==> config.mk <==
export PLATFORM = sky130hd
export DESIGN_NAME = hdmi_pixel_packer
export DESIGN_NICKNAME = d
export VERILOG_FILES = /design/src/rtl/hdmi_pixel_packer.sv
export SDC_FILE = /design/constraint.sdc
export NUM_CORES = 1
export LEC_CHECK = 0
export ABC_AREA = 1
export CAP_MARGIN = 20
export CORE_MARGIN = 3
export CORE_UTILIZATION = 39
export CTS_BUF_LIST = sky130_fd_sc_hd__clkbuf_8
export CTS_CLUSTER_DIAMETER = 60
export CTS_CLUSTER_SIZE = 28
export DETAILED_ROUTE_END_ITERATION = 10
export HOLD_SLACK_MARGIN = 0.02
export PLACE_DENSITY_LB_ADDON = 0.15
export SETUP_SLACK_MARGIN = 0.15
export SYNTH_ARGS = -nofsm -noshare
export SYNTH_HDL_FRONTEND = slang
export SYNTH_SLANG_ARGS = --single-unit
==> constraint.sdc <==
create_clock -name clk -period 4.4 [get_ports clk]
set_clock_uncertainty 0.1 [all_clocks]
set_input_delay 1.32 -clock clk [delete_from_list [all_inputs] [get_ports clk]]
set_output_delay 1.32 -clock clk [all_outputs]
set_load 0.05 [all_outputs]
==> src/rtl/hdmi_pixel_packer.sv <==
// Captures HDMI RGB frames, packs 4 pixels into 3 words and streams them out through a small FWFT FIFO.
// Define HDMI_PACKER_STATS_EN to build the width/height/frame counters; otherwise those outputs read 0.
module hdmi_pixel_packer #(
    parameter int FIFO_DEPTH = 16,
    parameter int CNT_W      = 12
) (
    input  logic             clk,
    input  logic             rst_n,
    input  logic             enable_in,
    input  logic [23:0]      hdmi_data,
    input  logic             hdmi_hs,
    input  logic             hdmi_vs,
    input  logic             hdmi_de,
    output logic [31:0]      m_data,
    output logic             m_last,
    output logic             m_user,
    output logic             m_valid,
    input  logic             m_ready,
    input  logic             clear_ovf_in,
    output logic             overflow_o,
    output logic             busy_o,
    output logic [CNT_W-1:0] frame_count_o,
    output logic [CNT_W-1:0] height_o,
    output logic [CNT_W-1:0] width_o
);
    localparam int AW = $clog2(FIFO_DEPTH);

    typedef enum logic [1:0] {IDLE, WAIT_VS, ACTIVE} state_t;
    state_t state_reg, state_next;

    logic [23:0] data_reg;
    logic        de_reg, vs_reg, de_prev_reg, vs_prev_reg;
    logic        vs_rise, vs_fall, de_fall;
    logic        unused_hs;

    assign unused_hs = hdmi_hs;

    always_ff @(posedge clk) begin
        if (!rst_n) begin
            data_reg    <= '0;
            de_reg      <= 1'b0;
            vs_reg      <= 1'b0;
            de_prev_reg <= 1'b0;
            vs_prev_reg <= 1'b0;
        end else begin
            data_reg    <= hdmi_data;
            de_reg      <= hdmi_de;
            vs_reg      <= hdmi_vs;
            de_prev_reg <= de_reg;
            vs_prev_reg <= vs_reg;
        end
    end

    assign vs_rise = vs_reg & ~vs_prev_reg;
    assign vs_fall = ~vs_reg & vs_prev_reg;
    assign de_fall = ~de_reg & de_prev_reg;

    always_comb begin
        state_next = state_reg;
        case (state_reg)
            IDLE:    if (enable_in) state_next = WAIT_VS;
            WAIT_VS: if (!enable_in) state_next = IDLE;
                     else if (vs_rise) state_next = ACTIVE;
            ACTIVE:  if (vs_fall) state_next = enable_in ? WAIT_VS : IDLE;
            default: state_next = IDLE;
        endcase
    end

    logic enter_active, in_active, pixel, line_end;
    assign enter_active = (state_reg == WAIT_VS) && (state_next == ACTIVE);
    assign in_active    = (state_reg == ACTIVE);
    assign pixel        = in_active && de_reg;
    assign line_end     = in_active && de_fall;
    assign busy_o       = in_active;

    // acc_reg carries the not-yet-emitted bytes of the current pixel group, right-aligned
    logic [1:0]  phase_reg, phase_next;
    logic [23:0] acc_reg, acc_next;
    logic        word_done;
    logic [31:0] word;

    always_comb begin
        phase_next = phase_reg;
        acc_next   = acc_reg;
        word_done  = 1'b0;
        word       = '0;
        if (enter_active || line_end) begin
            phase_next = 2'd0;
        end else if (pixel) begin
            phase_next = phase_reg + 2'd1;
            case (phase_reg)
                2'd0: acc_next = data_reg;
                2'd1: begin
                    word      = {data_reg[7:0], acc_reg};
                    word_done = 1'b1;
                    acc_next  = {8'h00, data_reg[23:8]};
                end
                2'd2: begin
                    word      = {data_reg[15:0], acc_reg[15:0]};
                    word_done = 1'b1;
                    acc_next  = {16'h0000, data_reg[23:16]};
                end
                default: begin
                    word      = {data_reg, acc_reg[7:0]};
                    word_done = 1'b1;
                    acc_next  = '0;
                end
            endcase
        end
    end

    logic        pend_valid_reg, pend_valid_next, flush_reg, flush_next, first_reg, first_next;
    logic [31:0] pend_data_reg, pend_data_next;
    logic        push, push_last;

    always_comb begin
        push            = 1'b0;
        push_last       = 1'b0;
        pend_valid_next = pend_valid_reg;
        pend_data_next  = pend_data_reg;
        flush_next      = 1'b0;
        if (flush_reg) begin
            push            = 1'b1;
            push_last       = 1'b1;
            pend_valid_next = 1'b0;
        end else if (enter_active) begin
            pend_valid_next = 1'b0;
        end else if (line_end) begin
            push      = pend_valid_reg;
            push_last = (phase_reg == 2'd0);
            if (phase_reg != 2'd0) begin
                pend_data_next  = {8'h00, acc_reg};
                pend_valid_next = 1'b1;
                flush_next      = 1'b1;
            end else begin
                pend_valid_next = 1'b0;
            end
        end else if (word_done) begin
            push            = pend_valid_reg;
            pend_data_next  = word;
            pend_valid_next = 1'b1;
        end
        first_next = enter_active ? 1'b1 : (push ? 1'b0 : first_reg);
    end

    always_ff @(posedge clk) begin
        if (!rst_n) begin
            state_reg      <= IDLE;
            phase_reg      <= 2'd0;
            acc_reg        <= '0;
            pend_valid_reg <= 1'b0;
            pend_data_reg  <= '0;
            flush_reg      <= 1'b0;
            first_reg      <= 1'b0;
        end else begin
            state_reg      <= state_next;
            phase_reg      <= phase_next;
            acc_reg        <= acc_next;
            pend_valid_reg <= pend_valid_next;
            pend_data_reg  <= pend_data_next;
            flush_reg      <= flush_next;
            first_reg      <= first_next;
        end
    end

    // The head entry stays in mem until popped; out_reg is its registered read-out.
    logic [33:0]   mem [FIFO_DEPTH];
    logic [AW-1:0] wr_ptr_reg, rd_ptr_reg, rd_addr;
    logic [AW:0]   count_reg;
    logic [33:0]   out_reg;
    logic          valid_reg, ovf_reg, pop, full, wr_en, drop;

    assign pop     = valid_reg && m_ready;
    assign full    = (count_reg == (AW+1)'(FIFO_DEPTH));
    assign wr_en   = push && (!full || pop);
    assign drop    = push && full && !pop;
    assign rd_addr = rd_ptr_reg + AW'(pop);

    always_ff @(posedge clk) begin
        if (wr_en) mem[wr_ptr_reg] <= {first_reg, push_last, pend_data_reg};
    end

    always_ff @(posedge clk) begin
        if (!rst_n) begin
            wr_ptr_reg <= '0;
            rd_ptr_reg <= '0;
            count_reg  <= '0;
            out_reg    <= '0;
            valid_reg  <= 1'b0;
            ovf_reg    <= 1'b0;
        end else begin
            if (wr_en) wr_ptr_reg <= wr_ptr_reg + AW'(1);
            rd_ptr_reg <= rd_addr;
            count_reg  <= count_reg + (AW+1)'(wr_en) - (AW+1)'(pop);
            out_reg    <= mem[rd_addr];
            valid_reg  <= (count_reg - (AW+1)'(pop)) != '0;
            ovf_reg    <= drop ? 1'b1 : (clear_ovf_in ? 1'b0 : ovf_reg);
        end
    end

    assign m_data     = out_reg[31:0];
    assign m_last     = out_reg[32];
    assign m_user     = out_reg[33];
    assign m_valid    = valid_reg;
    assign overflow_o = ovf_reg;

`ifdef HDMI_PACKER_STATS_EN
    localparam logic [CNT_W-1:0] CNT_MAX = '1;
    logic [CNT_W-1:0] pix_cnt_reg, line_cnt_reg, width_reg, height_reg, frames_reg, lines_now;

    assign lines_now = (line_end && line_cnt_reg != CNT_MAX) ? line_cnt_reg + CNT_W'(1) : line_cnt_reg;

    always_ff @(posedge clk) begin
        if (!rst_n) begin
            pix_cnt_reg  <= '0;
            line_cnt_reg <= '0;
            width_reg    <= '0;
            height_reg   <= '0;
            frames_reg   <= '0;
        end else if (enter_active) begin
            pix_cnt_reg  <= '0;
            line_cnt_reg <= '0;
        end else if (in_active) begin
            if (pixel && pix_cnt_reg != CNT_MAX) pix_cnt_reg <= pix_cnt_reg + CNT_W'(1);
            if (line_end) begin
                width_reg   <= pix_cnt_reg;
                pix_cnt_reg <= '0;
            end
            line_cnt_reg <= lines_now;
            if (vs_fall) begin
                height_reg   <= lines_now;
                frames_reg   <= frames_reg + CNT_W'(1);
                line_cnt_reg <= '0;
            end
        end
    end

    assign width_o       = width_reg;
    assign height_o      = height_reg;
    assign frame_count_o = frames_reg;
`else
    assign width_o       = '0;
    assign height_o      = '0;
    assign frame_count_o = '0;
`endif
endmodule

==> summary.md <==
| Metric | Value |
|---|---|
| Site row count | `97` |
| Worst vdd rail ir drop | `0.0001983 V` |
| Synthesized instance count | `2656` |
| Syn avg cell area | `10.50 um2` |
| Reg2Reg Setup Slack | `1060 ps` |
| DRC viols | `0` |
| Slew @ Worst Pin | `991.4 ps` |
| Most used DFF post-synth | `edfxtp_1` |
| Routed length per instance | `19.71 um` |
| Fraction of synthesis flops using an asynchronous set or reset pin | `0` |
| Area enclosed by the die boundary | `74750 um2` |
| Standard cell with the maximum stage delay on the critical path | `clkdlybuf4s50_1` |
| Reported max-cap violation count | `0` |
| Sequential area share after synthesis | `0.6863` |
| Via density per instance | `5.084` |
| Count of flip-flops with a built-in enable after synthesis | `544` |
| Total power divided by cell area | `458.3 nW/um2` |
| Setup repair after global routing missed its margin | `no` |
| Wire length of the first global-routing pass | `109400 um` |
| Synth-to-Final Area Change | `11.83%` |
| DRT Wirelength | `72180 um` |
| Cell family contributing the most delay on the critical path | `buffers and inverters` |
| Placer Congestion | `0.7819` |
| Slew Viols, Final | `0` |
| Commonest non-fill, non-tap cell in the layout | `nand2_1` |
| Number of violations reported at the end of detailed-routing iteration 0 | `1825` |
| Final layout net count | `2733` |
| Clock latency on the worst-skew pair | `700 ps` |
| Final Cycle Share | `0.8048` |
| Cell leakage power | `11.50 nW` |
| Clock-pin slew on the worst setup and hold paths | `120 ps` |
| Hold Startpoint | `acc_reg[13]` |
| Number of register bits inferred by synthesis | `684` |
| Relative max-transition margin | `0.3390` |
| PostCTS Resize Cnt | `0` |
| Data required time of the worst path | `2980 ps` |
| Final critical path time including I/O delays and setup | `3541 ps` |
| Fmax achieved | `282.4 MHz` |
| Core area | `70390 um2` |
| # placed instances | `3574` |
| Number of buffer cells added on primary ports | `67` |
| Root Buffer | `clkbuf_8` |
| Number of detailed-route iterations in the first pass | `5` |
| Hold path cells | `2` |
| GRT overflow | `0` |
| Clock tree from TritonCTS | `yes` |
| Final Non-Filler Cells | `3662` |
| Initial standard-cell utilization of the core | `0.3962` |
| Number of antenna violations at the first check in global routing | `3` |
| Cell Area, Synth | `27890 um2` |
| Reg2Reg Launch Point | `phase_reg[0]` |
| Worst Hold End | `acc_reg[13]` |
| Area share of the leading cell type in the synthesized netlist | `0.5858` |
| Max FFs per register | `544` |
| Max clock buf depth | `3` |
| Critical path, cell by cell | `inv_2, nor2_4, clkdlybuf4s50_1` |
| Classification of the worst setup path | `register to output pin` |
| Critical Path Source Type | `register` |
| Number of H-tree levels | `2` |
| FF-to-FF path depth | `15` |
| Outcome | `complete, no violations` |
| Number of hold violations in the final report | `0` |
| Dominant cell type by area after synthesis | `edfxtp_1` |
| Layout cells sized above 1 | `0.06765` |
| Via count of the first global-routing pass | `17790` |
| R2R Path End | `count_reg[4]` |
| Top cells by area in the synthesized netlist | `edfxtp_1 59%, dfxtp_1 10%, nand2_1 8.7%` |
| HPWL Detailed | `38590 um` |
| Global routing usage summed across all routing layers | `0.1921` |
| Final setup viols | `0` |
| Number of warnings printed during yosys synthesis | `0` |
| Buffering stage count on the worst path with inverters included | `2` |
| Crit end category | `output pin` |
| Worst Hold Class | `register to register` |
| Synth cell types | `36` |
| Worst-path fanout max | `6` |
| Most frequent cells in the layout | `648 x nand2_1, 544 x edfxtp_1, 339 x nor2_1` |
| WP data arrival | `2120 ps` |
| Clk sink count | `684` |
| Slowest Stage Delay on Critical Path | `850 ps` |
| Die boundary height | `273.4 um` |
| Final-layout setup total negative slack | `0 ps` |
| Top Ports | `105` |
| Hold-fix buffers at CTS | `0` |
| Pin count of the biggest net entering global routing | `98` |
| Vias post-DR | `18620` |
| Residual antenna-violating net count after detailed routing | `0` |
| Inserted Clock Buffers | `46` |
| Die X | `273.4 um` |
| Post CTS Setup Buffer Count | `0` |
cell families after synthesis:
family / count (synthesis) / synth area share
compound gates: 302 / 0.05743
other cells: 1 / 0.0001345
xor+xnor: 6 / 0.002692
fa+ha+maj: 19 / 0.008794
buf+inv: 341 / 0.05451
simple gates: 1300 / 0.1891
flops: 684 / 0.6863
mux: 3 / 0.001077
worst max-delay path by stage:
stage          slack (ps)  depth (start not counted)    startpoint           end
2_1_floorplan         530                          6       m_ready     mem[0][0]
3_3_place_gp          360                         12       m_ready  count_reg[4]
3_5_place_dp          350                         12       m_ready  count_reg[4]
4_1_cts               770                          3  state_reg[1]        busy_o
5_1_grt               690                         15  phase_reg[0]  count_reg[4]
6_report              860                          3  state_reg[1]        busy_o
tightest hold or removal path, stage by stage (launching register included):
cell	delay [ps]
dfxtp_1	330
nand2_1	60
a21oi_1	50
cell usage after synthesis (10+ instances only):
master and count:
inv_1 144, o211ai_1 10, clkbuf_1 75, nand3_1 287, o22ai_1 13, buf_1 11, ha_1 18, buf_4 39
buf_2 63, edfxtp_1 544, nand2_1 648, o21ai_0 174, dfxtp_1 140, nor2_1 355, a21oi_1 81
power by group:
group / switching (mW) / leakage [nW] / internal, mW
logic: 2.30 / 4.85 / 1.10
registers: 0.0754 / 6.06 / 7.01
clock network: 2.43 / 0.596 / 1.37
through the flow:
stage	hold WS, ps	utilization	total power, mW	setup slack (ps)	area [um2]
floorplan	330.2	-	9.693	532.8	28020
global placement	341.0	0.4260	10.63	356.5	29980
detailed placement	355.8	0.4260	10.66	347.2	29980
CTS	375.0	0.4430	14.46	769.7	31180
global route	397.1	0.4430	15.06	690.2	31190
finish	373.4	0.4430	14.29	858.7	31190
area by class of cell:
cell class	instances	area, um2
antenna	2	5.005
clock buffer	49	674.4
clock inverter	37	523.0
fill	6583	39210
inverter	151	573.1
multi-input combinational	1666	7547
sequential	684	19140
tap	940	1176
timing repair buffer	133	1549
layer usage:
metal  share of wire  track usage  vias to the layer above  wire, um
li1                -            -                     8921         -
met1            0.45       0.2625                     9118     32160
met2            0.47       0.3207                      483     34170
met3           0.060      0.03226                       90      4339
met4           0.021      0.04537                        4      1487
met5         0.00036            0                        -        26
Power figures use the tool's default switching activity.
